## src/rtl/multi_bound_counter_pkg.sv

```systemverilog
// multi_bound_counter_pkg: shared FSM state and mode encodings
package multi_bound_counter_pkg;
  typedef enum logic [1:0] {IDLE, COUNT, HOLD} state_t;
  localparam logic MODE_SAT = 1'b0;
  localparam logic MODE_WRAP = 1'b1;
endpackage

```

## src/rtl/bound_counter_ch.sv

```systemverilog
// bound_counter_ch: one bounded counter channel (FSM, count, limit, hit); MULTI_BOUND_COUNTER_ASSERT_EN adds checks
module bound_counter_ch
  import multi_bound_counter_pkg::*;
#(
  parameter int WIDTH = 11,
  parameter int DEFAULT_LIMIT = 200,
  parameter int RESTART = 1
) (
  input  logic             clk,
  input  logic             rst_n,
  input  logic             en,
  input  logic             clear,
  input  logic             mode,
  input  logic             lw,
  input  logic [WIDTH-1:0] lv,
  output logic [WIDTH-1:0] count,
  output logic             hit,
  output logic             sat
);
  localparam logic [WIDTH-1:0] LIM_RST = WIDTH'(DEFAULT_LIMIT);
  localparam logic [WIDTH-1:0] RESTART_V = WIDTH'(RESTART);
  state_t state, state_n;
  logic [WIDTH-1:0] lim, lim_n, count_n, wrap_v;
  logic at, clamp, hit_n, sat_n;
  // registers: state, count, limit and the registered flags
  always_ff @(posedge clk or negedge rst_n)
    if (!rst_n) begin
      state <= IDLE;
      count <= '0;
      lim <= LIM_RST;
      hit <= 1'b0;
      sat <= 1'b0;
    end else begin
      state <= state_n;
      count <= count_n;
      lim <= lim_n;
      hit <= hit_n;
      sat <= sat_n;
    end
  // next state: clear beats clamp beats HOLD exit beats counting; compares use the incoming limit
  always_comb begin
    lim_n = lw ? lv : lim;
    clamp = lw && lv < count;
    at = count == lim_n;
    wrap_v = RESTART_V < lim_n ? RESTART_V : lim_n;
    state_n = state;
    count_n = count;
    if (clear) begin
      state_n = IDLE;
      count_n = '0;
    end else if (clamp)
      count_n = lv;
    else if (state == HOLD)
      state_n = lw && lv > count ? COUNT : HOLD;
    else if (en) begin
      state_n = COUNT;
      if (!at)
        count_n = count + 1'b1;
      else if (state == COUNT && mode == MODE_WRAP)
        count_n = wrap_v;
      else if (state == COUNT)
        state_n = HOLD;
    end
  end
  // outputs: hit only when the count/limit pair newly becomes equal, never for limit 0
  always_comb begin
    hit_n = lim_n != '0 && count_n == lim_n && (count_n != count || lim_n != lim);
    sat_n = state_n == HOLD;
  end
`ifdef MULTI_BOUND_COUNTER_ASSERT_EN
  a_bound: assert property (@(posedge clk) disable iff (!rst_n) count <= lim);
  a_sat: assert property (@(posedge clk) disable iff (!rst_n) sat == (state == HOLD));
  a_hit: assert property (@(posedge clk) disable iff (!rst_n) hit |=> !hit || $past(lw));
`endif
endmodule

```

## src/rtl/multi_bound_counter.sv

```systemverilog
// multi_bound_counter: CHANNELS independent bounded counters with shared limit-write port; MULTI_BOUND_COUNTER_ASSERT_EN enables checks
module multi_bound_counter
  import multi_bound_counter_pkg::*;
#(
  parameter int WIDTH = 11,
  parameter int CHANNELS = 4,
  parameter int DEFAULT_LIMIT = 200,
  parameter int RESTART = 1,
  localparam int CW = CHANNELS > 1 ? $clog2(CHANNELS) : 1
) (
  input  logic                      clk,
  input  logic                      rst_n,
  input  logic [CHANNELS-1:0]       en,
  input  logic [CHANNELS-1:0]       clear,
  input  logic                      mode,
  input  logic                      limit_we,
  input  logic [CW-1:0]             limit_ch,
  input  logic [WIDTH-1:0]          limit_val,
  output logic [CHANNELS*WIDTH-1:0] count,
  output logic [CHANNELS-1:0]       hit,
  output logic [CHANNELS-1:0]       sat
);
  for (genvar i = 0; i < CHANNELS; i++) begin : g_ch
    bound_counter_ch #(
      .WIDTH(WIDTH),
      .DEFAULT_LIMIT(DEFAULT_LIMIT),
      .RESTART(RESTART)
    ) u_ch (
      .clk(clk),
      .rst_n(rst_n),
      .en(en[i]),
      .clear(clear[i]),
      .mode(mode),
      .lw(limit_we && limit_ch == CW'(i)),
      .lv(limit_val),
      .count(count[i*WIDTH +: WIDTH]),
      .hit(hit[i]),
      .sat(sat[i])
    );
  end
endmodule

```

## config.mk

```make
export PLATFORM = sky130hd
export DESIGN_NAME = multi_bound_counter
export DESIGN_NICKNAME = d
export VERILOG_FILES = /design/src/rtl/multi_bound_counter_pkg.sv /design/src/rtl/bound_counter_ch.sv /design/src/rtl/multi_bound_counter.sv
export SDC_FILE = /design/constraint.sdc
export NUM_CORES = 1
export LEC_CHECK = 0
export CAP_MARGIN = 20
export CORE_ASPECT_RATIO = 1.5
export CORE_MARGIN = 2
export CORE_UTILIZATION = 40
export DETAILED_ROUTE_END_ITERATION = 7
export GPL_ROUTABILITY_DRIVEN = 0
export GPL_TIMING_DRIVEN = 0
export PLACE_DENSITY = 0.55
export REMOVE_ABC_BUFFERS = 1
export SLEW_MARGIN = 40
export SYNTH_ARGS = -nofsm -noshare
export SYNTH_HDL_FRONTEND = slang
export SYNTH_SLANG_ARGS = --single-unit
```

## constraint.sdc

```tcl
create_clock -name clk -period 4 [get_ports clk]
set_input_delay 1.2 -clock clk [delete_from_list [all_inputs] [get_ports clk]]
set_output_delay 1.2 -clock clk [all_outputs]
set_load 0.01 [all_outputs]
```

==> Word level (Yosys, flattened, before mapping) <==
Cells that the tools add are included.
W data, S select, Z words.
{ "totals": {"register_bits": 104} }
{ "classes": {"addsub": 4, "eq_ne": 31, "n_lt_le_gt_ge": 12, "reduce_logical": 33, "n_mux": 64} }
{ "op_table": {"columns": ["op", "count"], "rows": [
  ["$mux W11", 32],
  ["$eq A11 B11 Y1", 8],
  ["$ne A11 B11 Y1", 8],
  ["$mux W2", 32],
  ["$add A11 B1 Y11 const B", 4],
  ["$gt A11 B11 Y1", 4],
  ["$lt A1 B11 Y1 const A", 4],
  ["$lt A11 B11 Y1", 4],
  ["$reduce_bool A11 Y1", 4],
  ["$logic_and A1 B1 Y1", 24],
  ["$eq A2 B2 Y1 const B", 10],
  ["$eq A2 B1 Y1 const B", 5],
  ["$logic_or A1 B1 Y1", 4],
  ["$logic_not A2 Y1", 1]
]} }

==> Longest topological paths before layout <==
Gate-level depths: netlist of the first run.
{ "logic_depth": {"depth_word": 14, "depth_mapped": 15, "mapped_depth_nobuf": 12} }

==> Hierarchy <==
From an unflattened synthesis of the first run, not the netlist that was laid out.
{ "hier_totals": {"hier_cells": 1252, "area_unflattened_um2": 10455.0} }
{ "modules_own_cells": {"columns": ["mod", "instances", "area_each_um2", "cells_per_inst", "seq_area_each_um2"], "rows": [
  ["bound_counter_ch at g_ch[1].u_ch ...", 2, 2533.7, 311, 654.4],
  ["bound_counter_ch at g_ch[0].u_ch", 1, 2725.1, 324, 654.4],
  ["bound_counter_ch at g_ch[3].u_ch", 1, 2625.0, 302, 654.4],
  ["multi_bound_counter", 1, 37.5, 4, 0.0]
]} }

==> Worst setup path after synthesis of the first run <==
Ideal clock, no wire load.
{ "synth_path": {"path_kind": "input port to flip-flop", "from": "input limit_ch[0]", "to": "register g_ch[0].u_ch.hit", "path_stages": 13, "arrival_ns": 4.450, "n_path_buf": 3, "setup_time_ns": 0.096, "path_slack_ns": -0.545, "path_cell_list": "buf_2 or3b_1 buf_6 mux2_4 a222oi_1 nand4_2 or2_1 buf_6 a32oi_1 mux2i_1 o22ai_1 or4b_1 nor4_2"} }
{ "synth_via": {"elab_chain_len": 14, "elab_cells_between_ends": 20, "classes_between": "order compare: 1; eq/ne: 4; mux: 8; reduce/logical: 7"} }
{ "synth_rtl": {"columns": ["item", "line_no", "text"], "rows": [
  ["start: declaration", "multi_bound_counter.sv:17", "input logic [CW-1:0] limit_ch,"],
  ["$logic_not A2 Y1 (*)", "multi_bound_counter.sv:34", ".lw(limit_we && limit_ch == CW'(i)),"],
  ["$logic_and A1 B1 Y1 (*)", "multi_bound_counter.sv:34", null],
  ["$mux W11 (*)", "bound_counter_ch.sv:42", "lim_n = lw ? lv : lim;"],
  ["via g_ch[0].u_ch.lim_n[10]", "bound_counter_ch.sv:23", "logic [WIDTH-1:0] lim, lim_n, count_n, wrap_v;"],
  ["$lt A1 B11 Y1", "bound_counter_ch.sv:45", "wrap_v = RESTART_V < lim_n ? RESTART_V : lim_n;"],
  ["$mux W11", "bound_counter_ch.sv:45", null],
  ["$mux W11", "bound_counter_ch.sv:59", "else if (state == COUNT && mode == MODE_WRAP)"],
  ["$mux W11", "bound_counter_ch.sv:57", "if (!at)"],
  ["$mux W11", "bound_counter_ch.sv:55", "else if (en) begin"],
  ["$mux W11", "bound_counter_ch.sv:53", "else if (state == HOLD)"],
  ["$mux W11", "bound_counter_ch.sv:51", "end else if (clamp)"],
  ["$mux W11", "bound_counter_ch.sv:48", "if (clear) begin"],
  ["$eq A11 B11 Y1 / $ne A11 B11 Y1 (equally long branches)", "bound_counter_ch.sv:67", "hit_n = lim_n != '0 && count_n == lim_n && (count_n != count || lim_n != lim);"],
  ["$logic_and A1 B1 Y1 / $logic_or A1 B1 Y1 (equally long branches)", "bound_counter_ch.sv:67", null],
  ["$logic_and A1 B1 Y1 (*)", "bound_counter_ch.sv:67", null],
  ["via g_ch[0].u_ch.hit_n", "bound_counter_ch.sv:24", "logic at, clamp, hit_n, sat_n;"],
  ["end signal: assignment", "bound_counter_ch.sv:37", "hit <= hit_n;"],
  ["end: declaration", "bound_counter_ch.sv:17", "output logic hit,"]
]} }
Mark *: on every way through the listed nets, which the timed path passes. The rest lies on a longest branch.

==> Worst setup path after layout of the first run <==
Same ends and word-level chain as after synthesis.

==> results of run 1 <==
## Yosys cell counts, drive strengths merged, types with 15 or more instances
library cell  count  area [µm²]
nand2            94         353
dfrtp            92        2300
inv              83         312
o21ai            81         417
clkbuf           77         289
nor2             77         289
xnor2            77         674
nor3             60         300
nand3            55         275
a21oi            50         250
ha               48         601
nor4             37         253
a221oi           35         319
nand4            34         219
a211oi           32         245
nand2b           30         188
buf              29         183
mux2i            20         200
nor2b            20         125
xor2             20         175
o211ai           18         135
o22ai            16         100
and3             15        93.8
## cell type report
type / instances / area, µm² / area share
clock buffer: 11 / 243 / 0.0186
clock inverter: 5 / 80.1 / 0.00615
inverter: 85 / 339 / 0.0260
multi-input combinational: 1059 / 7840 / 0.602
sequential: 104 / 2620 / 0.201
tap: 337 / 422 / 0.0324
timing repair buffer: 142 / 1490 / 0.114
## worst register-to-register path, delay by kind of cell, from the launching register on
family,cells,cell delay (ns)
and+or+nand+nor,4,1.17
buffers and inverters,1,0.24
xor gates and xnor gates,1,0.09
DFF,1,0.66
AOI/OAI and AO/OA,5,1.12
adders and majority gates,1,0.37
## routing by layer
layer	wire length, µm	track usage
met5	0	0
met4	2830	0.185
met1	17100	0.378
met2	21300	0.514
met3	3140	0.0442
## logic make-up (layout without fill, tap and decap cells)
logic type                 count (synthesis)  count (layout)  synth area share
and+or+nand+nor                          492             496             0.248
AOI/OAI and AO/OA                        387             388             0.264
buffers and inverters                    191             243            0.0746
DFF                                      104             104             0.247
xor gates and xnor gates                  97              97            0.0802
adders and majority gates                 48              48            0.0567
muxes                                     30              30            0.0302
## flip-flops by register name, summed over array words and instances (netlist names)
signal	cells
g_ch.u_ch.count	44
g_ch.u_ch.sat	4
g_ch.u_ch.lim	44
g_ch.u_ch.state	8
g_ch.u_ch.hit	4
## final timing paths
path | from | to
setup / recovery | limit_ch[0] | g_ch[0].u_ch.hit
hold / removal | g_ch[0].u_ch.lim[7] | g_ch[0].u_ch.lim[7]
setup reg to reg | g_ch[2].u_ch.count[4] | g_ch[2].u_ch.hit
hold reg to reg | g_ch[0].u_ch.lim[7] | g_ch[0].u_ch.lim[7]
max in group asynchronous | rst_n | g_ch[0].u_ch.lim[7]
min in group asynchronous | rst_n | g_ch[2].u_ch.hit
## power by group through the flow
stage	Combinational, mW	Sequential [mW]	Clock [mW]
after global placement	1.48	1.45	0
after detailed placement	1.50	1.45	0
final	1.79	1.45	1.02
after CTS	1.67	1.44	1.04
after floorplan	0.970	1.38	0
after global routing	1.93	1.47	1.07
## layout by cell type (no fill, tap or decap), types with 17 or more instances in the layout
| cell type | instances |
|---|---|
| a211oi_1 | 20 |
| clkdlybuf4s50_1 | 57 |
| nor4_1 | 29 |
| a21oi_1 | 48 |
| xnor2_1 | 75 |
| xor2_1 | 20 |
| nand2b_1 | 30 |
| o21ai_0 | 73 |
| inv_1 | 78 |
| buf_4 | 52 |
| nand3_1 | 53 |
| o211ai_1 | 18 |
| nor3_1 | 56 |
| nand4_1 | 33 |
| ha_1 | 48 |
| nor2b_1 | 20 |
| nor2_1 | 75 |
| nand2_1 | 89 |
| mux2i_1 | 17 |
| dfrtp_1 | 92 |
| a221oi_1 | 23 |
## what timing repair did
item | 4_1_cts | 5_1_grt
endpoints found under the setup margin | 60 | 7
gates resized for setup | 127 | 62
endpoints found under the hold margin | 0 | 0
setup buffers | 38 | 20
cloned | 4 | 3
pin swaps | 30 | 32
==> metrics.md, run 1 <==
| Metric | Value |
|---|---|
| Outcome | `complete, but fails checks` |
| Failing checks | `design-rule violations, negative setup slack` |
| Crit share post-route | `1.07` |
| Largest net degree at the start of global routing | `65` |
| Drt pass-1 iters | `8` |
| Synthesized cell area | `10600 µm²` |
| Pwr Total | `4.27 mW` |
| Clk Latency, worst-skew pair | `0.39 ns` |
| DP Cell Count | `1662` |
| CP arrival | `4.57 ns` |
| Post-synth ARST share | `1.00` |
| Logic pwr share | `0.420` |
| Cell Count, Final, Fillers Out | `1743` |
| Vias in the first global route | `11300` |
| Final hold violations | `0` |
| Die extent in y | `203 µm` |
| Clk sink count | `104` |
| Max_slew headroom | `0.404` |
| Number of port buffers | `76` |
| Most frequently used flop master after synthesis | `dfrtp_1` |
| Hold Path Depth | `2` |
| Detail Placement HPWL | `29.2 mm` |
| Kind of end point of the critical path | `register` |
| Yosys warns | `0` |
| Worst hold path type | `register to register` |
| Cell area after layout | `13000 µm²` |
| Seq pwr share | `0.340` |
| Hold buffer count at CTS | `0` |
| Post-route minimum period | `4.27 ns` |
| Startpoint Class | `input pin` |
| Final wirelength | `44.3 mm` |
| Initial DRC Count | `1339` |
| Maxcap violations | `0` |
| Yosys cell types | `91` |
| Hold slack | `0.555 ns` |
| Seq/Total Area, Yosys | `0.247` |
| Die ar. | `27800 µm²` |
| Yosys reg bits | `104` |
| Critical path's largest stage delay | `0.56 ns` |
| Final core occ | `0.495` |
| Max-slew violations | `0` |
| Switching power share of the total | `0.405` |
| Overflow after GRT | `0` |
| Crit path cell chain | `buf_12 -> or3b_4 -> mux2_4 -> a222oi_1 -> nand4_2 -> or2_4 -> buf_6 -> a22oi_2 -> o22a_1 -> nor3_1 -> or4b_4 -> nor4_2` |
| Layout cells sized above 1 | `0.170` |
| Buf/Inv on CP | `2` |
| # fillers | `2563` |
| Maximum root-to-sink buffer count | `2` |
| Synthesized area per cell | `7.85 µm²` |
| Pwr Density | `328 nW/µm²` |
| Dpl ws | `-2.21 ns` |
| Vias | `11600` |
| Reg2reg path depth | `12` |
| CORE AREA | `26300 µm²` |
| Mapped Cells | `1349` |
| ANT cells | `0` |
| Number of vias per cell | `6.67` |
| TritonCTS clock tree | `built` |
| # setup viols final | `2` |
| Layout Skew | `0.0149 ns` |
| NumNets Final | `1474` |
| Worst-path clk slew | `0.07 ns` |
| CP required | `4.30 ns` |
| Worst vdd ir | `0.251 mV` |
| Slowest stage cell on the critical path | `or4b_4` |
| Post-synth EDFFs | `0` |
| Area grow syn2layout | `23.0%` |
| Clock power frac | `0.240` |
| Tot GR Track Use | `0.310` |
| Fmax | `234 MHz` |
| DR WL/cell | `25.4 µm` |
| Antenna-violating nets left | `0` |
| RSZ-0062 raised after global routing | `yes` |
| Post-route setup slack | `-0.271 ns` |
| Post-DP Area | `11400 µm²` |
| Kind of critical path | `input pin to register` |
| Die W | `137 µm` |
| Htree depth | `3` |
| R2R setup slack | `0.23 ns` |
| WP depth | `12` |
| P_leak | `4.93 nW` |
| CTS buffer count | `9` |
| Setup TNS | `-0.377 ns` |
| Net Switching | `1.73 mW` |
| Worst path top cell family by delay | `simple AND/OR/NAND/NOR gates` |
| Slew @ Worst Pin | `0.892 ns` |
| First-pass GRT wire length | `65.8 mm` |
| DRC errors left | `1` |
| FP Rows | `73` |
| Initial antenna violation count | `0` |
| Worst Path Max Fanout | `8` |
| Root buffer cell | `clkbuf_16` |
| Initial Util | `0.403` |
| Ports | `77` |
| P_int | `2.54 mW` |
No activity file was read; power rests on OpenSTA's default activity.
==> run 2, diff against run 1 <==
Settings changed: SLEW_MARGIN 40 to 20.
==> run 2 against run 1 <==
Compared with the run above: final cell count is 1.1% higher; sequential power is essentially flat; critical path type unchanged; largest power group unchanged; worst hold slack worse by 0.0031 ns; core utilization is 0.60 points higher; highest routed layer unchanged; combinational power increased by 2%; first-iteration DRC count down 3.4%; sequential share of layout area fell by 0.24 points; the flow finishes with violations (negative setup slack); worst setup slack better by 0.10 ns; sequential cell count is the same; count of clock-buffer cells in the layout is 2 higher.
==> metrics.md, run 2 (synthesized netlist as in run 1, its figures left out) <==
| Metric | Value |
|---|---|
| Ports | `77 (unchanged)` |
| Post-route met1 wirelength | `17.1 mm (about the same)` |
| Worst Path Max Fanout | `5 (was 8)` |
| Highest-count cells in the layout ignoring fill and taps | `92 x dfrtp_1, 89 x nand2_1, 78 x inv_1 (unchanged)` |
| Post-route minimum period | `4.17 ns (was 4.27 ns)` |
| R2R Path End | `g_ch[2].u_ch.hit (unchanged)` |
| # fillers | `2556 (was 2563)` |
| Final hold violations | `0 (unchanged)` |
| CP required | `4.29 ns (was 4.30 ns)` |
| Vias | `11700 (was 11600)` |
| Failing checks | `negative setup slack (was design-rule violations, negative setup slack)` |
| Post-route setup slack | `-0.170 ns (was -0.271 ns)` |
| Max_slew headroom | `0.217 (was 0.404)` |
| Initial antenna violation count | `0 (unchanged)` |
| Top flop regs | `g_ch.u_ch.count (44), g_ch.u_ch.lim (44), g_ch.u_ch.state (8) (unchanged)` |
| DP Cell Count | `1660 (was 1662)` |
| Worst vdd ir | `0.260 mV (was 0.251 mV)` |
| Commonest non-fill, non-tap cell in the layout | `dfrtp_1 (unchanged)` |
| Hold buffer count at CTS | `0 (unchanged)` |
| Vias in the first global route | `11300 (about the same)` |
| Seq. cell area | `2620 µm² (unchanged)` |
| Startpoint Class | `input pin (unchanged)` |
| ANT cells | `0 (unchanged)` |
| CTS buffer count | `9 (unchanged)` |
| Largest net degree at the start of global routing | `73 (was 65)` |
| Worst Min Path Start | `g_ch[0].u_ch.lim[7] (unchanged)` |
| Die W | `137 µm (unchanged)` |
| Max-slew violations | `0 (unchanged)` |
| FP Rows | `73 (unchanged)` |
| Root buffer cell | `clkbuf_16 (unchanged)` |
| Met3 wire length | `3.18 mm (was 3.14 mm)` |
| WL met2 | `21.2 mm (was 21.3 mm)` |
| P_leak | `5.00 nW (was 4.93 nW)` |
| CORE AREA | `26300 µm² (unchanged)` |
| Detail Placement HPWL | `29.0 mm (was 29.2 mm)` |
| Area grow syn2layout | `24.4% (was 23.0%)` |
| Reg2reg path depth | `13 (was 12)` |
| Top routing layer in use | `met4 (unchanged)` |
| Htree depth | `3 (unchanged)` |
| Pwr Density | `328 nW/µm² (about the same)` |
| Layout cells sized above 1 | `0.185 (was 0.170)` |
| First-pass GRT wire length | `66.2 mm (was 65.8 mm)` |
| Pwr Total | `4.32 mW (was 4.27 mW)` |
| Dpl ws | `-2.44 ns (was -2.21 ns)` |
| Clk sink count | `104 (unchanged)` |
| Initial DRC Count | `1294 (was 1339)` |
| Layout Skew | `0.0148 ns (was 0.0149 ns)` |
| Setup TNS | `-0.197 ns (was -0.377 ns)` |
| Final wirelength | `44.6 mm (was 44.3 mm)` |
| Die extent in y | `203 µm (unchanged)` |
| Worst r2r src | `g_ch[2].u_ch.count[4] (unchanged)` |
| TritonCTS clock tree | `built (unchanged)` |
| Clk Latency, worst-skew pair | `0.39 ns (about the same)` |
| Number of vias per cell | `6.63 (was 6.67)` |
| Worst hold path type | `register to register (unchanged)` |
| # setup viols final | `2 (unchanged)` |
| DR WL/cell | `25.3 µm (was 25.4 µm)` |
| Kind of critical path | `input pin to register (unchanged)` |
| DRC errors left | `0 (was 1)` |
| Initial Util | `0.403 (unchanged)` |
| Die ar. | `27800 µm² (unchanged)` |
| NumNets Final | `1494 (was 1474)` |
| R2R setup slack | `0.22 ns (was 0.23 ns)` |
| Kind of end point of the critical path | `register (unchanged)` |
| Outcome | `complete, but fails checks (unchanged)` |
| RSZ-0062 raised after global routing | `yes (unchanged)` |
| Tot GR Track Use | `0.312 (was 0.310)` |
| Hold slack | `0.552 ns (was 0.555 ns)` |
| Slew @ Worst Pin | `1.17 ns (was 0.892 ns)` |
| CP arrival | `4.46 ns (was 4.57 ns)` |
| Fmax | `240 MHz (was 234 MHz)` |
| Multi-input gate area | `7930 µm² (was 7840 µm²)` |
| Maxcap violations | `0 (unchanged)` |
| Antenna-violating nets left | `0 (unchanged)` |
| Crit share post-route | `1.04 (was 1.07)` |
| Hold Path Depth | `2 (unchanged)` |
| Number of port buffers | `76 (unchanged)` |
| Worst-path clk slew | `0.07 ns (about the same)` |
| Hold EP | `g_ch[0].u_ch.lim[7] (unchanged)` |
| Maximum root-to-sink buffer count | `2 (unchanged)` |
| Drt pass-1 iters | `8 (unchanged)` |
| Overflow after GRT | `0 (unchanged)` |
| Cell Count, Final, Fillers Out | `1763 (was 1743)` |
run 2: how the worst max path moves through the flow:
stage | from | end | slack (ns) | cells past startpoint
floorplan | limit_ch[1] | g_ch[0].u_ch.hit | -0.69 | 10
global placement | limit_val[7] | g_ch[2].u_ch.hit | -2.98 | 11
detailed placement | limit_ch[0] | g_ch[2].u_ch.hit | -2.44 | 11
CTS | limit_ch[0] | g_ch[0].u_ch.hit | -0.13 | 12
global route | limit_ch[0] | g_ch[0].u_ch.hit | -0.23 | 11
finish | limit_ch[0] | g_ch[0].u_ch.hit | -0.17 | 11
run 2: metrics by stage:
stage                util  instance area (µm²)
finish              0.501                13200
global route        0.501                13200
global placement    0.430                11300
CTS                 0.479                12600
floorplan               -                10100
detailed placement  0.431                11300
run 2: power by group:
part	switching, mW	internal [mW]
Sequential	0.261	1.19
Clock	0.454	0.583
Combinational	1.03	0.803
Total	1.74	2.58
run 2: per-layer routing:
metal / up-vias / GRT usage
li1: 5230 / -
met1: 5637 / 0.377
met2: 628 / 0.502
met3: 201 / 0.0552
met4: 0 / 0.211
met5: - / 0
run 2: repair_timing:
action,in CTS,in global routing
gates cloned,5,2
pin swaps,34,35
buffers inserted,48,32
endpoints found under the hold margin,0,0
resized for setup,141,70
endpoints found under the setup margin,60,5
run 2: cell type report:
class,instances,share of cell area
multi-input cells,1060,0.601
flip-flops and latches,104,0.199
repair buffers,161,0.118
well taps,337,0.0320
inverters,85,0.0257
clock buffers,13,0.0197
clock inverters,3,0.00493
run 2: critical path, stage by stage:
cell,delay [ns]
buf_12,0.11
or3b_4,0.45
mux2_4,0.33
a222oi_1,0.46
nand4_2,0.24
or2_4,0.31
a32oi_4,0.22
mux2i_1,0.25
o22ai_2,0.13
or4b_4,0.53
nor4_2,0.21
==> run 3, diff against run 2 <==
Settings changed: RECOVER_POWER set to 50.
==> run 3 against run 2 <==
Compared with the run above: the run ends with max-capacitance violations, max-slew violations, negative setup slack left; combinational power about the same; final area down 0.25%; register-to-register slack barely moved; fmax is 0.19% higher; clock skew rose by 0.0012 ns; largest power group unchanged; highest routed layer unchanged.
==> metrics.md, run 3 (synthesized netlist as in run 1, its figures left out) <==
| Metric | Value |
|---|---|
| Worst vdd ir | `0.264 mV (was 0.260 mV)` |
| Worst-path clk slew | `0.07 ns (about the same)` |
| Maximum root-to-sink buffer count | `2 (unchanged)` |
| Drt pass-1 iters | `7 (was 8)` |
| RSZ-0062 raised after global routing | `yes (unchanged)` |
| CORE AREA | `26300 µm² (unchanged)` |
| Multi-input gate area | `7920 µm² (was 7930 µm²)` |
| Kind of end point of the critical path | `register (unchanged)` |
| Detail Placement HPWL | `29.0 mm (unchanged)` |
| Failing checks | `max-capacitance violations, max-slew violations, negative setup slack (was negative setup slack)` |
| P_leak | `4.99 nW (was 5.00 nW)` |
| Worst Path Max Fanout | `5 (unchanged)` |
| # setup viols final | `3 (was 2)` |
| Number of vias per cell | `6.64 (was 6.63)` |
| Max-slew violations | `34 (was 0)` |
| DRC errors left | `0 (unchanged)` |
| Seq. cell area | `2620 µm² (unchanged)` |
| CTS buffer count | `9 (unchanged)` |
| Commonest non-fill, non-tap cell in the layout | `dfrtp_1 (unchanged)` |
| Overflow after GRT | `0 (unchanged)` |
| Cell area after layout | `13200 µm² (about the same)` |
| Layout cells sized above 1 | `0.184 (was 0.185)` |
| Post-route setup slack | `-0.162 ns (was -0.170 ns)` |
| Fmax | `240 MHz (about the same)` |
| Root buffer cell | `clkbuf_16 (unchanged)` |
| Die extent in y | `203 µm (unchanged)` |
| Clk Latency, worst-skew pair | `0.40 ns (was 0.39 ns)` |
| Highest-count cells in the layout ignoring fill and taps | `92 x dfrtp_1, 89 x nand2_1, 78 x inv_1 (unchanged)` |
| Crit share post-route | `1.04 (about the same)` |
| CP arrival | `4.46 ns (about the same)` |
| Hold buffer count at CTS | `0 (unchanged)` |
| Clk sink count | `104 (unchanged)` |
| Antenna-violating nets left | `0 (unchanged)` |
| Top flop regs | `g_ch.u_ch.count (44), g_ch.u_ch.lim (44), g_ch.u_ch.state (8) (unchanged)` |
| DP Cell Count | `1660 (unchanged)` |
| CP required | `4.30 ns (was 4.29 ns)` |
| Worst hold path type | `register to register (unchanged)` |
| Cell Count, Final, Fillers Out | `1763 (unchanged)` |
| Vias in the first global route | `11300 (unchanged)` |
| Vias | `11700 (about the same)` |
| Die W | `137 µm (unchanged)` |
| Initial DRC Count | `1349 (was 1294)` |
| Final wirelength | `44.6 mm (about the same)` |
| Maxcap violations | `1 (was 0)` |
| Final hold violations | `0 (unchanged)` |
| Post-DP Area | `11300 µm² (unchanged)` |
| Die ar. | `27800 µm² (unchanged)` |
| Tot GR Track Use | `0.312 (unchanged)` |
| Largest net degree at the start of global routing | `73 (unchanged)` |
| Max_slew headroom | `-0.213 (was 0.217)` |
| Htree depth | `3 (unchanged)` |
| Ports | `77 (unchanged)` |
| Startpoint Class | `input pin (unchanged)` |
| DR WL/cell | `25.3 µm (about the same)` |
| Number of port buffers | `76 (unchanged)` |
| First-pass GRT wire length | `66.2 mm (unchanged)` |
| FP Rows | `73 (unchanged)` |
| ANT cells | `0 (unchanged)` |
| Slew @ Worst Pin | `1.82 ns (was 1.17 ns)` |
| Hold slack | `0.554 ns (was 0.552 ns)` |
| Pwr Density | `328 nW/µm² (about the same)` |
| # fillers | `2561 (was 2556)` |
| Area grow syn2layout | `24.1% (was 24.4%)` |
| Post-route minimum period | `4.16 ns (was 4.17 ns)` |
| Layout Skew | `0.0161 ns (was 0.0148 ns)` |
| Initial antenna violation count | `0 (unchanged)` |
| TritonCTS clock tree | `built (unchanged)` |
| Kind of critical path | `input pin to register (unchanged)` |
| NumNets Final | `1494 (unchanged)` |
| Outcome | `complete, but fails checks (unchanged)` |
| Initial Util | `0.403 (unchanged)` |
==> run 3: cell count changes in the layout (fill, tap and decap cells not counted), sizes merged <==
cell,previous run,this run
buf,99,97
clkbuf,16,18
==> run 3: repair_timing <==
item	4_1_cts	5_1_grt
pin swaps	34	35
buffers inserted	48	32
gates resized for setup	141	70
endpoints found under the setup margin	60	5
cloned	5	2
==> run 3: final timing paths <==
kind                                       start               endpoint  slack [ns]  cells after the start
max                                  limit_ch[0]       g_ch[0].u_ch.hit       -0.16                     11
min                          g_ch[0].u_ch.lim[7]    g_ch[0].u_ch.lim[7]        0.55                      2
max reg2reg                g_ch[2].u_ch.count[4]       g_ch[2].u_ch.hit        0.22                     13
min reg2reg                  g_ch[0].u_ch.lim[7]    g_ch[0].u_ch.lim[7]        0.55                      2
max in group asynchronous                  rst_n  g_ch[0].u_ch.count[7]        0.59                      2
min in group asynchronous                  rst_n       g_ch[3].u_ch.sat        1.29                      1
==> run 3: final cells by class <==
cell class | count | share of cell area
inverters | 85 | 0.0258
clock inverters | 3 | 0.00495
flip-flops and latches | 104 | 0.199
clock buffers | 13 | 0.0198
well taps | 337 | 0.0321
repair buffers | 161 | 0.116
multi-input cells | 1060 | 0.602
==> run 3: layer usage <==
metal	part of all wire	GRT usage	vias up
met1	0.38	0.377	5662
li1	-	-	5236
met5	0	0	-
met2	0.48	0.502	604
met4	0.069	0.211	0
met3	0.072	0.0552	205
==> run 3: worst max-delay path: stages <==
cell      delay [ns]
buf_12          0.11
or3b_4          0.45
mux2_4          0.33
a222oi_1        0.46
nand4_2         0.24
or2_4           0.31
a32oi_4         0.23
mux2i_1         0.25
o22ai_2         0.13
or4b_4          0.53
nor4_2          0.21
==> run 3: per-stage QoR <==
stage                      util  power, mW  setup WS [ns]  setup TNS [ns]
final                     0.500       4.32         -0.162          -0.279
after floorplan               -       2.35         -0.694           -2.24
after detailed placement  0.431       2.95          -2.44          -84.01
after global placement    0.430       2.93          -2.98         -365.79
after global routing      0.500       4.53         -0.253          -0.676
after CTS                 0.479       4.18         -0.126          -0.228
==> run 3: report_power, final <==
part / leakage, nW / total [mW] / internal, mW / switching, mW
clock: 0.160 / 1.04 / 0.583 / 0.458
combinational: 3.50 / 1.82 / 0.799 / 1.03
sequential: 1.33 / 1.45 / 1.19 / 0.261
total: 4.99 / 4.32 / 2.57 / 1.74
